### config.mk
export PLATFORM = sky130hd
export DESIGN_NAME = multiword_sub_ctrl
export DESIGN_NICKNAME = d
export VERILOG_FILES = /design/src/rtl/multiword_sub_ctrl.sv
export SDC_FILE = /design/constraint.sdc
export NUM_CORES = 1
export LEC_CHECK = 0
export ABC_AREA = 1
export CAP_MARGIN = 25
export CORE_ASPECT_RATIO = 1.4
export CORE_MARGIN = 4
export CORE_UTILIZATION = 54
export DETAILED_ROUTE_END_ITERATION = 16
export GPL_TIMING_DRIVEN = 1
export PLACE_DENSITY = 0.82
export SYNTH_ARGS = -nofsm -noshare
export SYNTH_HDL_FRONTEND = slang
export SYNTH_SLANG_ARGS = --single-unit
export TNS_END_PERCENT = 5
### constraint.sdc
create_clock -name clk -period 15.1 [get_ports clk]
set_input_delay 3.02 -clock clk [delete_from_list [all_inputs] [get_ports clk]]
set_output_delay 3.02 -clock clk [all_outputs]
set_load 0.005 [all_outputs]
### src/rtl/multiword_sub_ctrl.sv
// Multi-precision subtractor: one N-bit subtract slice stepped over WORDS words, LSW first.
// The inter-word carry is registered; results and flags are valid on the one-cycle done pulse.
module multiword_sub_ctrl #(
   parameter int N     = 32,
   parameter int WORDS = 4
) (
   input  logic                 clk,
   input  logic                 rst,
   input  logic                 start,
   input  logic [N*WORDS-1:0]   a,
   input  logic [N*WORDS-1:0]   b,
   output logic                 busy,
   output logic                 done,
   output logic [N*WORDS-1:0]   diff,
   output logic                 borrow,
   output logic                 zero,
   output logic                 overflow
);

   localparam int W    = N * WORDS;
   localparam int IDXW = (WORDS > 1) ? $clog2(WORDS) : 1;

   localparam logic [1:0] ST_IDLE = 2'd0;
   localparam logic [1:0] ST_RUN  = 2'd1;
   localparam logic [1:0] ST_DONE = 2'd2;

   logic [1:0]      state;
   logic [IDXW-1:0] idx;
   logic            carry;
   logic [W-1:0]    a_r;
   logic [W-1:0]    b_r;

   logic [N-1:0]    a_word;
   logic [N-1:0]    b_word;
   logic [N:0]      sum;
   logic [W-1:0]    diff_next;
   logic            last;

   // Handshake: start is sampled only in IDLE; done pulses for one cycle after the last word.
   always_comb begin
      a_word    = a_r[idx*N +: N];
      b_word    = b_r[idx*N +: N];
      sum       = {1'b0, a_word} + {1'b0, ~b_word} + {{N{1'b0}}, carry};
      diff_next = diff;
      diff_next[idx*N +: N] = sum[N-1:0];
      last      = (idx == IDXW'(WORDS - 1));
   end

   always_ff @(posedge clk or posedge rst) begin
      if (rst) begin
         state    <= ST_IDLE;
         idx      <= '0;
         carry    <= 1'b1;
         a_r      <= '0;
         b_r      <= '0;
         diff     <= '0;
         borrow   <= 1'b0;
         zero     <= 1'b0;
         overflow <= 1'b0;
      end else begin
         case (state)
            ST_IDLE: begin
               if (start) begin
                  a_r   <= a;
                  b_r   <= b;
                  idx   <= '0;
                  carry <= 1'b1;
                  state <= ST_RUN;
               end
            end
            ST_RUN: begin
               diff  <= diff_next;
               carry <= sum[N];
               if (last) begin
                  // Flags see the complete result, including the slice written this cycle.
                  borrow   <= ~sum[N];
                  zero     <= (diff_next == '0);
                  overflow <= (a_r[W-1] != b_r[W-1]) && (sum[N-1] != a_r[W-1]);
                  state    <= ST_DONE;
               end else begin
                  idx <= idx + 1'b1;
               end
            end
            ST_DONE: state <= ST_IDLE;
            default: state <= ST_IDLE;
         endcase
      end
   end

   assign busy = (state == ST_RUN);
   assign done = (state == ST_DONE);

endmodule
==> impl_metrics.ini, run 1 <==
[setup_path]
crit_type = flop to flop
crit_required_ps = 15590
r2r_slack_ps = 9530
critPathLaunchType = flop
r2r_end = zero
critPathTopFamily = simple AND/OR/NAND/NOR gates
critPathBufInv = 5
crit_path_max_fanout = 51
arrival_ps = 6050
slowest_delay_ps = 640
crit_path_top_delay_cell = dfrtp_4
r2r_start = idx[0]
endpoint_kind = flop
reg2reg_depth = 25
crit_top_cell = nand2_1

[logic_synthesis]
syn_nets = 2859
synth_cell_type_count = 41
synth_seq_area_share = 0.4556
netlist_area_mm2 = 0.02153
yosysTopAreaCell = dfrtp_1
synth_seq_cells = 392
synth_warnings = 0
synthTopCellsByCount = nand2_1 (686), dfrtp_1 (391), mux2_2 (253), nor2_1 (237), inv_1 (216)
async_reset_ff_frac = 1.000
syn_inst = 2561
synth.most_common_cell = nand2_1
synth_ff_type = dfrtp_1
synth_top_area_share = 0.4544
synth-edff-count = 0
syn_avg_cell_area_um2 = 8.409
synthTopCellsByArea = dfrtp_1 (45%), mux2_2 (13%), nand2_1 (12%), nor2_1 (4.1%), inv_1 (3.8%)

[timing]
slew_violations = 0
post-route-period-util = 0.3688
final_hold_viol_count = 0
clock.fmax_mhz = 179.6
finalSetupViolations = 0
max-slew-margin-rel = 0.2543
tns_ps = 0
min_period_ps = 5569
grt_setup_unrepaired = no
clock_skew_ps = 13.07
tightest_slew_ps = 1118

[flow_run]
maxCapViolations = 0

[clocking]
clock_path_buffers = 3
cts_resized = 0
cts_buffers = 38
root_buffer = clkbuf_16
clkLatencyLatePin_ps = 540
cts_num_sinks = 392
cts_tree = done
clkTransAtPathRegs_ps = 70
hold_buffers = 0
cts_max_level = 2
postCtsSetupBuffers = 0

[die]
io_pins = 392
num_rows = 86
dieArea_mm2 = 0.04318
die-height_um = 244.3
fp.coreArea_mm2 = 0.03938
initial_core_util = 0.5468
die_w_um = 176.8

[final_layout]
finish.utilization = 0.6861
final_nets = 3177
layoutNonFillerInstCount = 3438
areaGrowthSynthToFinish_pct = 25.47
layout-drive-gt1-share = 0.1434
final_cell_area_mm2 = 0.02702

[drt]
vias = 19940
drt-total-wl_um = 71680
drt_iter0_markers = 1716
drc = 0
ant_nets = 0
wl_per_cell_um = 20.85
via_per_inst = 5.798
dr.pass1.iters = 6

[outcome]
run_status = finished clean

[min_path]
hold_path.class = flop to flop
hold_start = a_r[41]
hold_end = a_r[41]
hold_depth = 1

[placement]
dp.cells = 3365
place_area_mm2 = 0.02576
dp_hpwl_um = 53590
place_congestion = 0.9438
portBuffers = 391

[global_route]
grt_pass1_wl_um = 109900
grt_pass1_vias = 19810
antenna_found_initial = 4
grtUsageTotal = 0.3253
grt_max_degree = 193
grt_overflow = 0
[flip-flops by register name (all words and copies together) (netlist names)]
name / flops
carry: 1
idx: 2
state: 2
overflow: 1
zero: 1
b_r: 128
diff: 128
a_r: 128
borrow: 1
[routing by layer]
layer  wire [um]  track usage
met3        5087      0.04701
met4        5480       0.2054
met1       25750       0.3837
met2       35340       0.5549
met5          13            0
[cell type report]
cell class	count	area (um^2)
diodes	3	7.507
clock buffers	57	1134
clock inverters	11	67.56
fillers	3094	12360
inverters	231	880.8
multi-input cells	1805	10320
flip-flops and latches	392	9814
well taps	528	660.6
repair buffers	411	4136
[metrics by stage]
| step | hold slack (ps) | setup WS, ps |
|---|---|---|
| global route | 509.4 | 9147 |
| finish | 500.8 | 9531 |
| detailed placement | 488.2 | 9493 |
| global placement | 479.6 | 9530 |
| CTS | 502.8 | 9588 |
| floorplan | 472.6 | 1184 |
[cells by family (layout without fill, tap and decap cells)]
kind of cell / Yosys count / count (layout) / synth area share
flip-flops: 392 / 392 / 0.4556
other: 0 / 3 / 0
multiplexers: 253 / 253 / 0.1323
adder cells (fa/ha/maj): 39 / 39 / 0.02336
AND/OR/NAND/NOR: 1163 / 1163 / 0.2279
buffers and inverters: 364 / 710 / 0.06583
AO/OA/AOI/OAI: 350 / 350 / 0.09500
[worst max-delay path by stage]
stage,cells after the start,startpoint,to
floorplan,1,rst,a_r[0]
global placement,4,start,b_r[87]
detailed placement,4,start,b_r[78]
CTS,25,idx[0],zero
global route,25,idx[0],zero
finish,25,idx[0],zero
[placed cells by master (no fill, tap or decap), types with 37 or more instances in the layout]
master / n
nand3_1: 109
inv_1: 214
nand2_1: 684
a21oi_1: 56
mux2_2: 253
clkdlybuf4s50_1: 391
dfrtp_1: 390
nand4_1: 60
clkbuf_16: 39
nor2_1: 236
a31oi_1: 61
ha_1: 37
o21ai_0: 162
Power of run 1 is left out: the tool's default activity adds up to more than one toggle a clock period on the data nets, which glitch-free logic cannot reach.
==> run 2, diff against run 1 <==
--- a/config.mk
+++ b/config.mk
@@ -9,10 +9,10 @@
 export CAP_MARGIN = 25
 export CORE_ASPECT_RATIO = 1.4
 export CORE_MARGIN = 4
-export CORE_UTILIZATION = 54
+export CORE_UTILIZATION = 48
 export DETAILED_ROUTE_END_ITERATION = 16
 export GPL_TIMING_DRIVEN = 1
-export PLACE_DENSITY = 0.82
+export PLACE_DENSITY = 0.77
 export SYNTH_ARGS = -nofsm -noshare
 export SYNTH_HDL_FRONTEND = slang
 export SYNTH_SLANG_ARGS = --single-unit
==> constraint.sdc (replaced) <==
create_clock -name clk -period 4.75 [get_ports clk]
set_input_delay 0.95 -clock clk [delete_from_list [all_inputs] [get_ports clk]]
set_output_delay 0.95 -clock clk [all_outputs]
set_load 0.005 [all_outputs]
==> run 2 against run 1 <==
  * Sequential share of layout area fell by 0.62 points
  * Utilization shrank 6.4 points
  * Maximum frequency is 32% higher
  * Worst setup slack got worse by 9000 ps
  * Hold slack worse by 0.71 ps
  * Global-route usage is 2.1 points lower
  * Cell area is 1.8% higher
==> impl_metrics.ini, run 2 (synthesis gave the netlist of run 1 again) <==
[outcome]
run_status = finished clean

[final_layout]
layout_commonest_cell = nand2_1
final_cell_area_mm2 = 0.02749
final_nets = 3211
areaGrowthSynthToFinish_pct = 27.67
layout-drive-gt1-share = 0.1530
fill_cells = 3711
final_cell_mix = nand2_1 (684), clkdlybuf4s50_1 (391), dfrtp_1 (390)
top_regs = a_r: 128 flops, b_r: 128 flops, diff: 128 flops

[placement]
portBuffers = 391
dp_hpwl_um = 58920
place_area_mm2 = 0.02620
place_congestion = 1.050

[timing]
post-route-period-util = 0.8886
clock_skew_ps = 20.23
slew_violations = 0
final_hold_viol_count = 0
tightest_slew_ps = 951.5
clock.fmax_mhz = 236.9
max-slew-margin-rel = 0.3643
finalSetupViolations = 0
min_period_ps = 4221
holdWs_ps = 500.1
tns_ps = 0
grt_setup_unrepaired = no

[clocking]
cts_resized = 0
clkLatencyLatePin_ps = 560
hold_buffers = 0
root_buffer = clkbuf_16
postCtsSetupBuffers = 0
clock_path_buffers = 3
cts_buffers = 39
clkTransAtPathRegs_ps = 60
cts_max_level = 2
cts_num_sinks = 392
cts_tree = done

[setup_path]
crit_type = flop to flop
critPathLaunchType = flop
crit_path_max_fanout = 43
endpoint_kind = flop
arrival_ps = 4710
crit_required_ps = 5240

[global_route]
grt_overflow = 0
grt_pass1_vias = 20170
grtUsageTotal = 0.3040
grt_max_degree = 82
grt_pass1_wl_um = 115200
antenna_found_initial = 4

[drt]
drt-total-wl_um = 75790
dr.pass1.iters = 6
vias = 19900
wl_per_cell_um = 21.64
drt_iter0_markers = 1764
via_per_inst = 5.682
drc = 0
ant_nets = 0

[die]
fp.coreArea_mm2 = 0.04418
initial_core_util = 0.4875
dieArea_mm2 = 0.04836
die-height_um = 258.6
die_w_um = 187.0
io_pins = 392
num_rows = 91

[flow_run]
maxCapViolations = 0

[min_path]
hold_path.class = flop to flop
[run 2: changes by cell type in the layout (fill, tap and decap cells not counted), moves of 2 or more]
cell | previous run | this run
buf_12 | 2 | 14
buf_16 | 2 | 0
buf_4 | 15 | 39
bufinv_16 | 0 | 2
clkbuf_1 | 9 | 11
clkinv_2 | 8 | 6
[run 2: critical path: stages (launching register included)]
cell and delay (ps):
dfrtp_4 510, inv_4 260, buf_12 260, nand2_1 90, a32o_1 290, ha_1 430, nand2_2 140, nor2_1 400
nand2_1 140, clkinv_1 80, nand2_2 90, nand2_2 100, nand2_2 90, nand3_1 90, nand2_1 220, nand3_1 180
nand2_1 70, nor2_1 80, nand2_1 60, nor2_1 130, nand3_1 150, nor2_1 120, nand3_1 80, nand2_1 60
[run 2: area by class of cell]
cell class	instances	area, um^2	share of cell area
Sequential cell	392	9814	0.3570
Tap cell	558	698.2	0.02539
Inverter	231	877.1	0.03190
Clock inverter	9	110.1	0.004005
Multi-Input combinational cell	1805	10320	0.3753
Clock buffer	61	1180	0.04292
Antenna cell	3	7.507	0.0002731
Timing Repair Buffer	444	4487	0.1632
[run 2: per-stage QoR]
step	worst slack, ps	std cells	util
after floorplan	-1473	2561	-
after global routing	291.8	3502	0.6223
final	529.0	3503	0.6223
after global placement	612.4	3430	0.5930
after CTS	572.8	3500	0.6222
after detailed placement	606.9	3430	0.5930
[run 2: path summary, 6_finish.rpt]
kind	slack, ps	startpoint	cells past startpoint	to
setup / recovery	530	idx[0]	23	zero
hold / removal	500	b_r[90]	1	b_r[90]
min in group asynchronous	950	rst	2	diff[12]
max in group asynchronous	2850	rst	4	a_r[103]
setup reg to reg	530	idx[0]	23	zero
hold reg to reg	500	b_r[90]	1	b_r[90]
[run 2: layer usage]
| metal | vias to the layer above | share of wire | GRT usage |
|---|---|---|---|
| met5 | - | 0.00017 | 0 |
| met4 | 2 | 0.068 | 0.1806 |
| met3 | 233 | 0.064 | 0.04581 |
| met2 | 945 | 0.50 | 0.5393 |
| met1 | 9526 | 0.36 | 0.3482 |
| li1 | 9198 | - | - |
Power of run 2 is left out for the same reason.
==> run 3, diff against run 2 <==
--- a/config.mk
+++ b/config.mk
@@ -8,11 +8,11 @@
 export ABC_AREA = 1
 export CAP_MARGIN = 25
 export CORE_ASPECT_RATIO = 1.4
-export CORE_MARGIN = 4
+export CORE_MARGIN = 2
 export CORE_UTILIZATION = 48
 export DETAILED_ROUTE_END_ITERATION = 16
 export GPL_TIMING_DRIVEN = 1
-export PLACE_DENSITY = 0.77
+export PLACE_DENSITY = 0.88
 export SYNTH_ARGS = -nofsm -noshare
 export SYNTH_HDL_FRONTEND = slang
 export SYNTH_SLANG_ARGS = --single-unit
==> run 3 against run 2 <==
  * Utilization shrank 0.40 points
  * Sequential cell count did not move
  * Cell count down 0.37%
  * First-iteration DRC count rose by 20%
  * Cell area shrank 0.65%
  * Critical endpoint unchanged
  * Highest routed layer unchanged
==> impl_metrics.ini, run 3 (synthesis gave the netlist of run 1 again) <==
[outcome]
run_status = finished clean

[min_path]
hold_path.class = flop to flop
hold_start = overflow

[drt]
drt_iter0_markers = 2111
wl_met1_um = 25030
routed-wl-met2_um = 33740
dr.pass1.iters = 5
ant_nets = 0
drc = 0
wl_met3_um = 5626
vias = 19870
via_per_inst = 5.694
top_layer_used = met5
wl_per_cell_um = 19.92
drt-total-wl_um = 69510

[setup_path]
critPathLaunch = idx[0]
crit_type = flop to flop
crit_path_max_fanout = 39
crit_required_ps = 5230
critPathLaunchType = flop
endpoint_kind = flop
r2r_start = idx[0]
arrival_ps = 5000

[clocking]
cts_num_sinks = 392
cts_tree = done
cts_buffers = 39
cts_max_level = 2
hold_buffers = 0
clkTransAtPathRegs_ps = 70
clkLatencyLatePin_ps = 550
postCtsSetupBuffers = 0
cts_resized = 0
root_buffer = clkbuf_16
clock_path_buffers = 3

[final_layout]
final_nets = 3189
layout-drive-gt1-share = 0.1467
areaGrowthSynthToFinish_pct = 26.84
seq_area_mm2 = 0.009814
final_cell_mix = nand2_1 (684), clkdlybuf4s50_1 (391), dfrtp_1 (390)
finish.utilization = 0.6183
top_regs = a_r: 128 flops, b_r: 128 flops, diff: 128 flops
fill_cells = 3553
layout_commonest_cell = nand2_1
multi_input_area_mm2 = 0.01032

[timing]
finalSetupViolations = 0
slew_violations = 0
min_period_ps = 4512
tightest_slew_ps = 1037
grt_setup_unrepaired = no
final_hold_viol_count = 0
max-slew-margin-rel = 0.3084
clock_skew_ps = 21.43
clock.fmax_mhz = 221.6
post-route-period-util = 0.9499

[flow_run]
maxCapViolations = 0

[die]
dieArea_mm2 = 0.04660
die_w_um = 183.0
fp.coreArea_mm2 = 0.04418
num_rows = 91
io_pins = 392
initial_core_util = 0.4875
die-height_um = 254.6

[global_route]
grt_pass1_vias = 19490
grt_max_degree = 109
grt_pass1_wl_um = 107100
grt_overflow = 0
antenna_found_initial = 15
grtUsageTotal = 0.2953

[placement]
portBuffers = 391
place_congestion = 0.9933
dp_hpwl_um = 50860
run 3: changes by cell type in the layout (fill, tap and decap cells not counted), sizes merged:
cell      change
buf          -22
clkbuf        -2
clkinv        -3
clkinvlp      +1
diode        +12
inv           +1
run 3: layout make-up:
cell class,instances,share of cell area
multi-input cells,1805,0.3778
flip-flops and latches,392,0.3593
repair buffers,422,0.1564
clock buffers,59,0.04329
inverters,231,0.03211
well taps,558,0.02556
clock inverters,8,0.004214
diodes,15,0.001374
run 3: metal layers:
layer,vias up,track usage
li1,9165,-
met1,9386,0.3507
met2,1069,0.4904
met3,248,0.04955
met4,4,0.2046
met5,-,0
run 3: final timing paths:
check | slack [ps] | end | cells past startpoint
max | 240 | zero | 23
min | 500 | overflow | 2
max reg2reg | 240 | zero | 23
min reg2reg | 500 | overflow | 2
max in group asynchronous | 2710 | b_r[89] | 4
min in group asynchronous | 920 | diff[68] | 2
run 3: critical path, stage by stage (launching register included):
cell     delay, ps
dfrtp_4        600
inv_4          390
nand2_1        140
a32o_1         300
fa_1           530
fa_1           570
nor2_1          70
nand2_1         90
o21ai_0        130
nor2_1         130
nand2_1         60
nor2_1         130
nand2_1         70
nor2_1         120
nand3_1         80
nor2_1         110
nand2_1         80
nor2_1         220
nand3_1        170
nor2_1         140
nand2_1         70
nor2_2          80
nand3_1         70
nand2_1         60
run 3: per-stage QoR:
step	cells	instance area [um^2]	TNS (ps)	setup slack, ps	hold slack (ps)
2_1_floorplan	2561	21540	-575990	-1473	472.6
5_1_grt	3488	27310	0	9.317	506.0
3_5_place_dp	3408	25980	0	348.1	487.6
4_1_cts	3475	27280	0	327.9	501.1
3_3_place_gp	3408	25980	0	492.1	471.5
6_report	3490	27310	0	238.1	496.7
Power of run 3 is left out for the same reason.
